$ cat src/rtl/csr_irq_unit.sv
// ============================================================================
// csr_irq_unit: machine-mode timer interrupt controller and CSR subset.
// Revision: 1.0
// ============================================================================
`default_nettype none

module csr_irq_unit #(
  parameter logic [31:0] RESET_MTVEC = 32'h0000_0000
) (
  input  logic        clk,
  input  logic        rst,
  input  logic        timer_interrupt,
  input  logic        instr_valid,
  input  logic [31:0] pc_in,
  input  logic        is_mret,
  input  logic        csr_reg_rd,
  input  logic        csr_reg_wr,
  input  logic [11:0] csr_addr,
  input  logic [1:0]  csr_op,
  input  logic [31:0] csr_wdata,
  output logic [31:0] csr_rdata,
  output logic        epc_taken,
  output logic [31:0] epc_evec
);

  localparam logic [11:0] C_ADDR_MSTATUS = 12'h300;
  localparam logic [11:0] C_ADDR_MIE     = 12'h304;
  localparam logic [11:0] C_ADDR_MTVEC   = 12'h305;
  localparam logic [11:0] C_ADDR_MEPC    = 12'h341;
  localparam logic [11:0] C_ADDR_MCAUSE  = 12'h342;
  localparam logic [11:0] C_ADDR_MIP     = 12'h344;
  localparam logic [31:0] C_CAUSE_MTI    = 32'h8000_0007;

  typedef enum logic [1:0] {
    ST_RUN  = 2'd0,
    ST_TRAP = 2'd1,
    ST_RET  = 2'd2
  } state_t;

  state_t      state_q, state_d;
  logic        mstatus_mie_q, mstatus_mie_d;
  logic        mstatus_mpie_q, mstatus_mpie_d;
  logic        mie_mtie_q, mie_mtie_d;
  logic        mip_mtip_q, mip_mtip_d;
  logic [31:0] mtvec_q, mtvec_d;
  logic [31:0] mepc_q, mepc_d;
  logic [31:0] mcause_q, mcause_d;
  logic        epc_taken_q, epc_taken_d;
  logic [31:0] epc_evec_q, epc_evec_d;

  logic        irq_take;
  logic        mret_go;
  logic        wr_en;
  logic [31:0] old_val;
  logic [31:0] new_val;
  logic [31:0] trap_vec;

  always_comb begin
    old_val = 32'h0;
    case (csr_addr)
      C_ADDR_MSTATUS: old_val = {24'h0, mstatus_mpie_q, 3'b000, mstatus_mie_q, 3'b000};
      C_ADDR_MIE:     old_val = {24'h0, mie_mtie_q, 7'h00};
      C_ADDR_MTVEC:   old_val = mtvec_q;
      C_ADDR_MEPC:    old_val = mepc_q;
      C_ADDR_MCAUSE:  old_val = mcause_q;
      C_ADDR_MIP:     old_val = {24'h0, mip_mtip_q, 7'h00};
      default:        old_val = 32'h0;
    endcase
  end

  assign csr_rdata = csr_reg_rd ? old_val : 32'h0;

  always_comb begin
    new_val = old_val;
    case (csr_op)
      2'b01:   new_val = csr_wdata;
      2'b10:   new_val = old_val | csr_wdata;
      2'b11:   new_val = old_val & ~csr_wdata;
      default: new_val = old_val;
    endcase
  end

  assign irq_take = mip_mtip_q & mie_mtie_q & mstatus_mie_q & instr_valid & (state_q == ST_RUN);
  assign mret_go  = is_mret & instr_valid & ~irq_take & (state_q == ST_RUN);
  // An interrupted instruction re-executes later, so its CSR write must not land now.
  assign wr_en    = csr_reg_wr & (csr_op != 2'b00) & (state_q == ST_RUN) & ~irq_take;

  assign trap_vec = (mtvec_q[1:0] == 2'b01) ? ({mtvec_q[31:2], 2'b00} + 32'd28)
                                            : {mtvec_q[31:2], 2'b00};

  always_comb begin
    state_d        = ST_RUN;
    mstatus_mie_d  = mstatus_mie_q;
    mstatus_mpie_d = mstatus_mpie_q;
    mie_mtie_d     = mie_mtie_q;
    mtvec_d        = mtvec_q;
    mepc_d         = mepc_q;
    mcause_d       = mcause_q;
    mip_mtip_d     = mip_mtip_q;
    epc_taken_d    = 1'b0;
    epc_evec_d     = 32'h0;

    if (wr_en) begin
      case (csr_addr)
        C_ADDR_MSTATUS: begin
          mstatus_mie_d  = new_val[3];
          mstatus_mpie_d = new_val[7];
        end
        C_ADDR_MIE:    mie_mtie_d = new_val[7];
        C_ADDR_MTVEC:  mtvec_d    = new_val[1] ? {new_val[31:2], 2'b00} : new_val;
        C_ADDR_MEPC:   mepc_d     = new_val & ~32'h3;
        C_ADDR_MCAUSE: mcause_d   = new_val;
        default: ;
      endcase
    end

    if (irq_take) begin
      state_d        = ST_TRAP;
      mepc_d         = pc_in & ~32'h3;
      mcause_d       = C_CAUSE_MTI;
      mstatus_mpie_d = mstatus_mie_q;
      mstatus_mie_d  = 1'b0;
      mip_mtip_d     = 1'b0;
      epc_taken_d    = 1'b1;
      epc_evec_d     = trap_vec;
    end else if (mret_go) begin
      state_d        = ST_RET;
      mstatus_mie_d  = mstatus_mpie_q;
      mstatus_mpie_d = 1'b1;
      epc_taken_d    = 1'b1;
      epc_evec_d     = mepc_q;
    end

    // A new pulse must not be lost when it coincides with the take.
    if (timer_interrupt) begin
      mip_mtip_d = 1'b1;
    end
  end

  always_ff @(posedge clk) begin
    if (!rst) begin
      state_q        <= ST_RUN;
      mstatus_mie_q  <= 1'b0;
      mstatus_mpie_q <= 1'b0;
      mie_mtie_q     <= 1'b0;
      mip_mtip_q     <= 1'b0;
      mtvec_q        <= RESET_MTVEC;
      mepc_q         <= 32'h0;
      mcause_q       <= 32'h0;
      epc_taken_q    <= 1'b0;
      epc_evec_q     <= 32'h0;
    end else begin
      state_q        <= state_d;
      mstatus_mie_q  <= mstatus_mie_d;
      mstatus_mpie_q <= mstatus_mpie_d;
      mie_mtie_q     <= mie_mtie_d;
      mip_mtip_q     <= mip_mtip_d;
      mtvec_q        <= mtvec_d;
      mepc_q         <= mepc_d;
      mcause_q       <= mcause_d;
      epc_taken_q    <= epc_taken_d;
      epc_evec_q     <= epc_evec_d;
    end
  end

  assign epc_taken = epc_taken_q;
  assign epc_evec  = epc_evec_q;

endmodule

`default_nettype wire

$ cat config.mk
export PLATFORM = sky130hd
export DESIGN_NAME = csr_irq_unit
export DESIGN_NICKNAME = d
export VERILOG_FILES = /design/src/rtl/csr_irq_unit.sv
export SDC_FILE = /design/constraint.sdc
export NUM_CORES = 1
export LEC_CHECK = 0
export BUFFER_PORTS_ARGS = -buffer_cell sky130_fd_sc_hd__buf_4
export CAP_MARGIN = 0
export CELL_PAD_IN_SITES_DETAIL_PLACEMENT = 2
export CELL_PAD_IN_SITES_GLOBAL_PLACEMENT = 2
export CORE_MARGIN = 5
export CORE_UTILIZATION = 29
export CTS_CLUSTER_DIAMETER = 60
export DETAILED_ROUTE_END_ITERATION = 8
export GPL_ROUTABILITY_DRIVEN = 1
export GPL_TIMING_DRIVEN = 0
export PLACE_DENSITY_LB_ADDON = 0.1
export SLEW_MARGIN = 20
export SYNTH_ARGS = -nofsm -noshare
export SYNTH_HDL_FRONTEND = slang
export SYNTH_SLANG_ARGS = --single-unit
$ cat constraint.sdc
create_clock -name clk -period 3.1 [get_ports clk]
set_input_delay 0.93 -clock clk [delete_from_list [all_inputs] [get_ports clk]]
set_output_delay 0.93 -clock clk [all_outputs]
set_load 0.02 [all_outputs]
== After elaboration in Yosys (flattened, before gate mapping) ==
Index checks and enable logic that the tools add are counted.

* Memory bits (writable): 0
* Bits in registers: 133
* Memories kept: 0
* Input bits: 85
* Output and inout port bits: 65
* Memory bits (read-only): 0
* Word-level logic and storage cells: 82
* Latch bits: 0

* Equality and inequality tests: 10
* Add/sub/neg operators: 1
* Shift-type cells: 0
* Reductions and logical operators: 18
* Bitwise gates (word level): 15
* Muxes and demuxes: 26
* Divide/modulo/power cells: 0
* $lt $le $gt $ge: 0
* Multipliers: 0

{| class="wikitable"
|+ Operator list
! kind !! number
|-
| 32-bit two-way mux || 10
|-
| 32-bit one-hot mux with 6 select lines || 1
|-
| 32-bit one-hot mux with 3 select lines || 1
|-
| 12-bit by 10-bit equality test with 1-bit output, second input constant || 6
|-
| 32-bit by 5-bit adder with 32-bit output, second input constant || 1
|-
| 32-bit AND || 1
|-
| 32-bit NOT || 1
|-
| 32-bit bitwise OR || 1
|-
| 2-bit AND reduction || 7
|-
| 2-bit nonzero test || 7
|-
| 1-bit two-way mux || 13
|-
| 1-bit AND || 10
|-
| 3-bit nonzero test || 2
|-
| 2-bit by 1-bit equality test with 1-bit output, second input constant || 2
|-
| 2-bit equality test, second input constant || 2
|-
| 2-bit zero test || 1
|-
| 2-bit two-way mux || 1
|-
| 1-bit NOT || 2
|-
| 2-bit OR reduction || 1
|}

== Logic depth before layout (Yosys ltp) ==
* Depth after elaboration: 9
* Depth in mapped cells: 8
* Gate-level depth less buffers: 7

== Worst setup path before layout ==
No wires, ideal clock.

* Path kind: input port to output port
* Start point: input port csr_addr[2]
* End point: output port csr_rdata[12]
* Slack: -0.243 ns
* Arrival: 2.413 ns
* Buffers on the path: 2
* Stages: 6
* Required time: 2.170 ns
* Cells stage by stage: clkbuf_2 -> or3b_4 -> nor2_1 -> clkbuf_1 -> a22oi_1 -> nor2_1

* Word-level cells in the longest chain between the ends: 3
* Elaborated cells on any way between the ends: 8
* Classes of those cells: eq/ne: 6; mux: 2

{| class="wikitable"
|+ RTL lines
! what !! line !! RTL
|-
| start: declaration || 18 || <nowiki>input logic [11:0] csr_addr,</nowiki>
|-
| 12-bit by 10-bit equality test with 1-bit output || 60 || <nowiki>case (csr_addr)</nowiki>
|-
| 32-bit one-hot mux with 6 select lines (*) || 60 ||
|-
| 32-bit two-way mux (*) || 71 || <nowiki>assign csr_rdata = csr_reg_rd ? old_val : 32'h0;</nowiki>
|-
| end: declaration || 21 || <nowiki>output logic [31:0] csr_rdata,</nowiki>
|}

Every way passes the cells marked *; elsewhere a longest branch is shown, timed or not.

== Worst setup path in the final report ==
* Start point: input port csr_addr[7]
* End point: output port csr_rdata[0]

Same word-level chain as after synthesis.

==> impl_metrics.prom <==
# TYPE chip_impl_metric gauge
chip_impl_metric{name="vias",unit=""} 8035
chip_impl_metric{name="synth-warning-count",unit=""} 0
chip_impl_metric{name="post-place-ws",unit="ns"} -0.875
chip_impl_info{name="crit_path_top_delay_cell",value="sky130_fd_sc_hd__or3_4"} 1
chip_impl_metric{name="cts_buffer_depth",unit=""} 2
chip_impl_metric{name="multi_input_area",unit="um^2"} 4570
chip_impl_metric{name="placement.io_buffers",unit=""} 142
chip_impl_metric{name="final_setup_violation_count",unit=""} 32
chip_impl_metric{name="slowest_delay",unit="ns"} 0.43
chip_impl_metric{name="report.final.slew_viol_count",unit=""} 0
chip_impl_info{name="holdCritPathClass",value="reg2reg"} 1
chip_impl_metric{name="maximum_achievable_frequency",unit="MHz"} 307
chip_impl_metric{name="layout_worst_path_cycle_share",unit=""} 1.05
chip_impl_metric{name="antenna_found_initial",unit=""} 0
chip_impl_metric{name="ys_ff_latch",unit=""} 130
chip_impl_metric{name="drt_via_density",unit=""} 5.74
chip_impl_metric{name="crit_arrival",unit="ns"} 2.33
chip_impl_metric{name="worstMarginPinSlew",unit="ns"} 0.997
chip_impl_metric{name="drc",unit=""} 0
chip_impl_metric{name="top_level_pins",unit=""} 150
chip_impl_info{name="timing.rr.start",value="mtvec_q[0]"} 1
chip_impl_metric{name="drtIter0Drc",unit=""} 504
chip_impl_metric{name="overflow_left_after_global_routing",unit=""} 0
chip_impl_metric{name="timing.clock.skew",unit="ns"} 0.0131
chip_impl_info{name="critPathCaptureType",value="output port"} 1
chip_impl_metric{name="regToRegSetupSlack",unit="ns"} 0.21
chip_impl_info{name="hp-start",value="mepc_q[23]"} 1
chip_impl_metric{name="finalWorstPathRequiredPeriod",unit="ns"} 3.26
chip_impl_metric{name="fillers",unit=""} 2656
chip_impl_metric{name="share_comb_of_total_power",unit=""} 0.105
chip_impl_metric{name="grt_max_degree",unit=""} 17
chip_impl_info{name="timing.setup.critical_path_class",value="in2out"} 1
chip_impl_info{name="worstSetupStartpoint",value="csr_addr[7]"} 1
chip_impl_info{name="crit_path_end",value="csr_rdata[0]"} 1
chip_impl_info{name="run_status",value="complete, but fails checks"} 1
chip_impl_metric{name="synth_top_area_share",unit=""} 0.365
chip_impl_metric{name="final_area",unit="um^2"} 10400
chip_impl_metric{name="yosysUniqueCellTypes",unit=""} 69
chip_impl_metric{name="core_area",unit="um^2"} 24200
chip_impl_metric{name="timing.critical_path.required",unit="ns"} 2.17
chip_impl_metric{name="drt_pass1_iterations",unit=""} 5
chip_impl_metric{name="wirelength",unit="um"} 37000
chip_impl_info{name="synth.largest_area_cell",value="sky130_fd_sc_hd__dfxtp_1"} 1
chip_impl_info{name="cts_tree",value="done"} 1
chip_impl_info{name="path_common_cell",value="sky130_fd_sc_hd__buf_6"} 1
chip_impl_info{name="synth_most_common_cell",value="sky130_fd_sc_hd__dfxtp_1"} 1
chip_impl_metric{name="initial_core_util",unit=""} 0.294
chip_impl_metric{name="detail_route.wl_per_cell",unit="um"} 26.4
chip_impl_metric{name="die_height",unit="um"} 167
chip_impl_info{name="rsz0062_at_grt",value="yes"} 1
chip_impl_metric{name="antenna_left",unit=""} 0
chip_impl_info{name="netlist_top_cells_area",value="sky130_fd_sc_hd__dfxtp_1, sky130_fd_sc_hd__a22oi_1, sky130_fd_sc_hd__nand2_1, sky130_fd_sc_hd__a22o_1, sky130_fd_sc_hd__xnor2_1"} 1
chip_impl_info{name="violated_checks",value="setup timing"} 1
chip_impl_info{name="sequence_of_cells_on_the_critical_path",value="buf_8, or3_4, buf_6, nor3_4, a32oi_4, nor2b_2, buf_6"} 1
chip_impl_metric{name="globalRouteTotalUtil",unit=""} 0.251
chip_impl_metric{name="worst_slack",unit="ns"} -0.156
chip_impl_metric{name="synth-edff-count",unit=""} 0
chip_impl_metric{name="cts_inserted_buffers",unit=""} 17
chip_impl_metric{name="num_rows",unit=""} 57
chip_impl_metric{name="tns",unit="ns"} -2.87
chip_impl_metric{name="power.density",unit="nW/um^2"} 416
chip_impl_metric{name="whs",unit="ns"} 0.479
chip_impl_info{name="cts.root.buffer_cell",value="sky130_fd_sc_hd__clkbuf_16"} 1
chip_impl_metric{name="slew_headroom",unit=""} 0.335
chip_impl_metric{name="clock_insertion_delay_worst_skew",unit="ns"} 0.43
chip_impl_metric{name="synth_sequential_area_ratio",unit=""} 0.365
chip_impl_metric{name="leakagePower",unit="nW"} 3.80
chip_impl_metric{name="cts.sinks",unit=""} 130
chip_impl_info{name="r2r-end",value="epc_evec[31]"} 1
chip_impl_info{name="ys.flop_type",value="sky130_fd_sc_hd__dfxtp_1"} 1
chip_impl_info{name="synth.cells.most_frequent",value="sky130_fd_sc_hd__dfxtp_1, sky130_fd_sc_hd__nand2_1, sky130_fd_sc_hd__a22oi_1"} 1
chip_impl_metric{name="final_hold_viol_count",unit=""} 0
chip_impl_metric{name="r2r_depth",unit=""} 6
chip_impl_metric{name="area_growth_syn_to_layout",unit="%"} 45.5
chip_impl_metric{name="sequential_cell_area",unit="um^2"} 2600
chip_impl_metric{name="post_synth_inst_count",unit=""} 872
chip_impl_info{name="setup.worst_path.start_class",value="input pin"} 1
chip_impl_metric{name="fraction_of_layout_instances_using_a_drive_strength_above_1",unit=""} 0.317
chip_impl_metric{name="power.share.sequential",unit=""} 0.389
chip_impl_metric{name="grt_first_pass_wirelength",unit="um"} 53700
chip_impl_metric{name="path_clk_slew",unit="ns"} 0.07
chip_impl_metric{name="antenna-diode-count",unit=""} 0
chip_impl_metric{name="crit_path_max_fanout",unit=""} 4
chip_impl_metric{name="post-dp-hpwl",unit="um"} 24800
chip_impl_metric{name="p_sw_frac",unit=""} 0.257
chip_impl_metric{name="cts_htree_levels",unit=""} 4
chip_impl_metric{name="placer_congestion_estimate",unit=""} 0.844
chip_impl_metric{name="via_count_of_the_first_global_routing_pass",unit=""} 8428
chip_impl_metric{name="portion_of_total_power_attributed_to_the_clock_network",unit=""} 0.506
chip_impl_metric{name="synthArstFlopShare",unit=""} 0
chip_impl_metric{name="max_cap_violations",unit=""} 0
chip_impl_metric{name="ir_worst_vdd",unit="V"} 0.000308
chip_impl_metric{name="p_switching",unit="mW"} 1.11
chip_impl_metric{name="intPower",unit="mW"} 3.20
chip_impl_metric{name="syn-mean-instance-area",unit="um^2"} 8.17
chip_impl_metric{name="finalNetCount",unit=""} 1150
chip_impl_metric{name="die-area",unit="um^2"} 27800
chip_impl_metric{name="placement.cell_area",unit="um^2"} 8690
chip_impl_metric{name="die_w",unit="um"} 167
chip_impl_metric{name="synthesis.area",unit="um^2"} 7130
==> logic make-up (layout without fill, tap and decap cells) <==
logic type / count (synthesis) / in the layout / share of synthesized area
buf+inv: 88 / 291 / 0.0565
flops: 130 / 130 / 0.365
simple gates: 267 / 267 / 0.195
mux: 2 / 2 / 0.00298
other cells: 1 / 2 / 0.000526
compound gates: 322 / 322 / 0.303
fa+ha+maj: 1 / 1 / 0.00176
xor+xnor: 61 / 61 / 0.0750
==> worst min path at each step <==
stage | endpoint | depth (start not counted)
2_1_floorplan | epc_evec[23] | 2
3_3_place_gp | mcause_q[29] | 2
3_5_place_dp | mcause_q[29] | 2
4_1_cts | mcause_q[29] | 2
5_1_grt | mcause_q[29] | 2
6_report | epc_evec[23] | 2
==> power groups by stage <==
stage | registers, mW | clock network (mW) | logic, mW
after CTS | 1.68 | 2.19 | 0.432
after global placement | 1.71 | 0 | 0.390
after floorplan | 1.71 | 0 | 0.193
after detailed placement | 1.71 | 0 | 0.394
after global routing | 1.68 | 2.28 | 0.475
final | 1.68 | 2.18 | 0.453
==> cell usage in the layout, fill, tap and decap left out, drive strengths merged, types with 3 or more instances in the layout <==
| cell | synthesis | layout |
|---|---|---|
| a211oi | 6 | 6 |
| clkbuf | 46 | 66 |
| and3 | 12 | 12 |
| a22oi | 79 | 79 |
| bufinv | 0 | 4 |
| o2bb2ai | 4 | 4 |
| and2 | 12 | 12 |
| nand4 | 15 | 15 |
| nand2 | 115 | 115 |
| nor3b | 4 | 4 |
| a31oi | 8 | 8 |
| xor2 | 22 | 22 |
| buf | 38 | 207 |
| a22o | 44 | 44 |
| nor2b | 4 | 4 |
| nor3 | 12 | 12 |
| o21ai | 91 | 91 |
| and3b | 4 | 4 |
| nand4b | 3 | 3 |
| a21oi | 36 | 36 |
| nand2b | 5 | 5 |
| xnor2 | 39 | 39 |
| clkinv | 0 | 6 |
| o221ai | 6 | 6 |
| inv | 4 | 5 |
| and4 | 6 | 6 |
| o22ai | 26 | 26 |
| nor4 | 5 | 5 |
| nand3 | 16 | 16 |
| a311oi | 3 | 3 |
| nor2 | 44 | 44 |
| dfxtp | 130 | 130 |
==> metrics by stage <==
step / util / instances / power, mW
floorplan: - / 873 / 1.91
global placement: 0.358 / 1339 / 2.10
detailed placement: 0.358 / 1339 / 2.11
CTS: 0.419 / 1395 / 4.30
global route: 0.428 / 1400 / 4.43
finish: 0.428 / 1400 / 4.31
==> area by class of cell <==
class | count | share of cell area
plain buffers | 83 | 0.0603
clock buffers | 18 | 0.0414
clock inverters | 13 | 0.0179
inverters | 4 | 0.00145
multi-input cells | 655 | 0.440
flip-flops and latches | 130 | 0.251
well taps | 324 | 0.0391
repair buffers | 173 | 0.149
==> critical path, delay by kind of cell <==
kind	cells	cell delay, ns
simple gates	3	0.84
buf+inv	3	0.36
compound gates	1	0.19
==> registers in the layout, summed over array words and instances (netlist names) <==
name / flops
mip_mtip_q: 1
state_q: 2
mstatus_mie_q: 1
mepc_q: 30
mstatus_mpie_q: 1
mcause_q: 32
epc_taken: 1
epc_evec: 30
mtvec_q: 31
mie_mtie_q: 1
==> layer usage <==
| layer | global-route usage | up-vias | share of wire |
|---|---|---|---|
| met5 | 0 | - | 0 |
| met4 | 0.0751 | 0 | 0.023 |
| met3 | 0.0457 | 50 | 0.052 |
| met2 | 0.423 | 278 | 0.48 |
| met1 | 0.329 | 4094 | 0.44 |
| li1 | - | 3613 | - |
==> timing repair <==
item                       4_1_cts  5_1_grt
hold buffers                     0        0
setup buffers                   22        6
setup endpoints to repair       33       34
gates cloned                     4        0
pin swaps                       32       34
gates resized for setup        128       43
(Power assumes the default switching activity.)
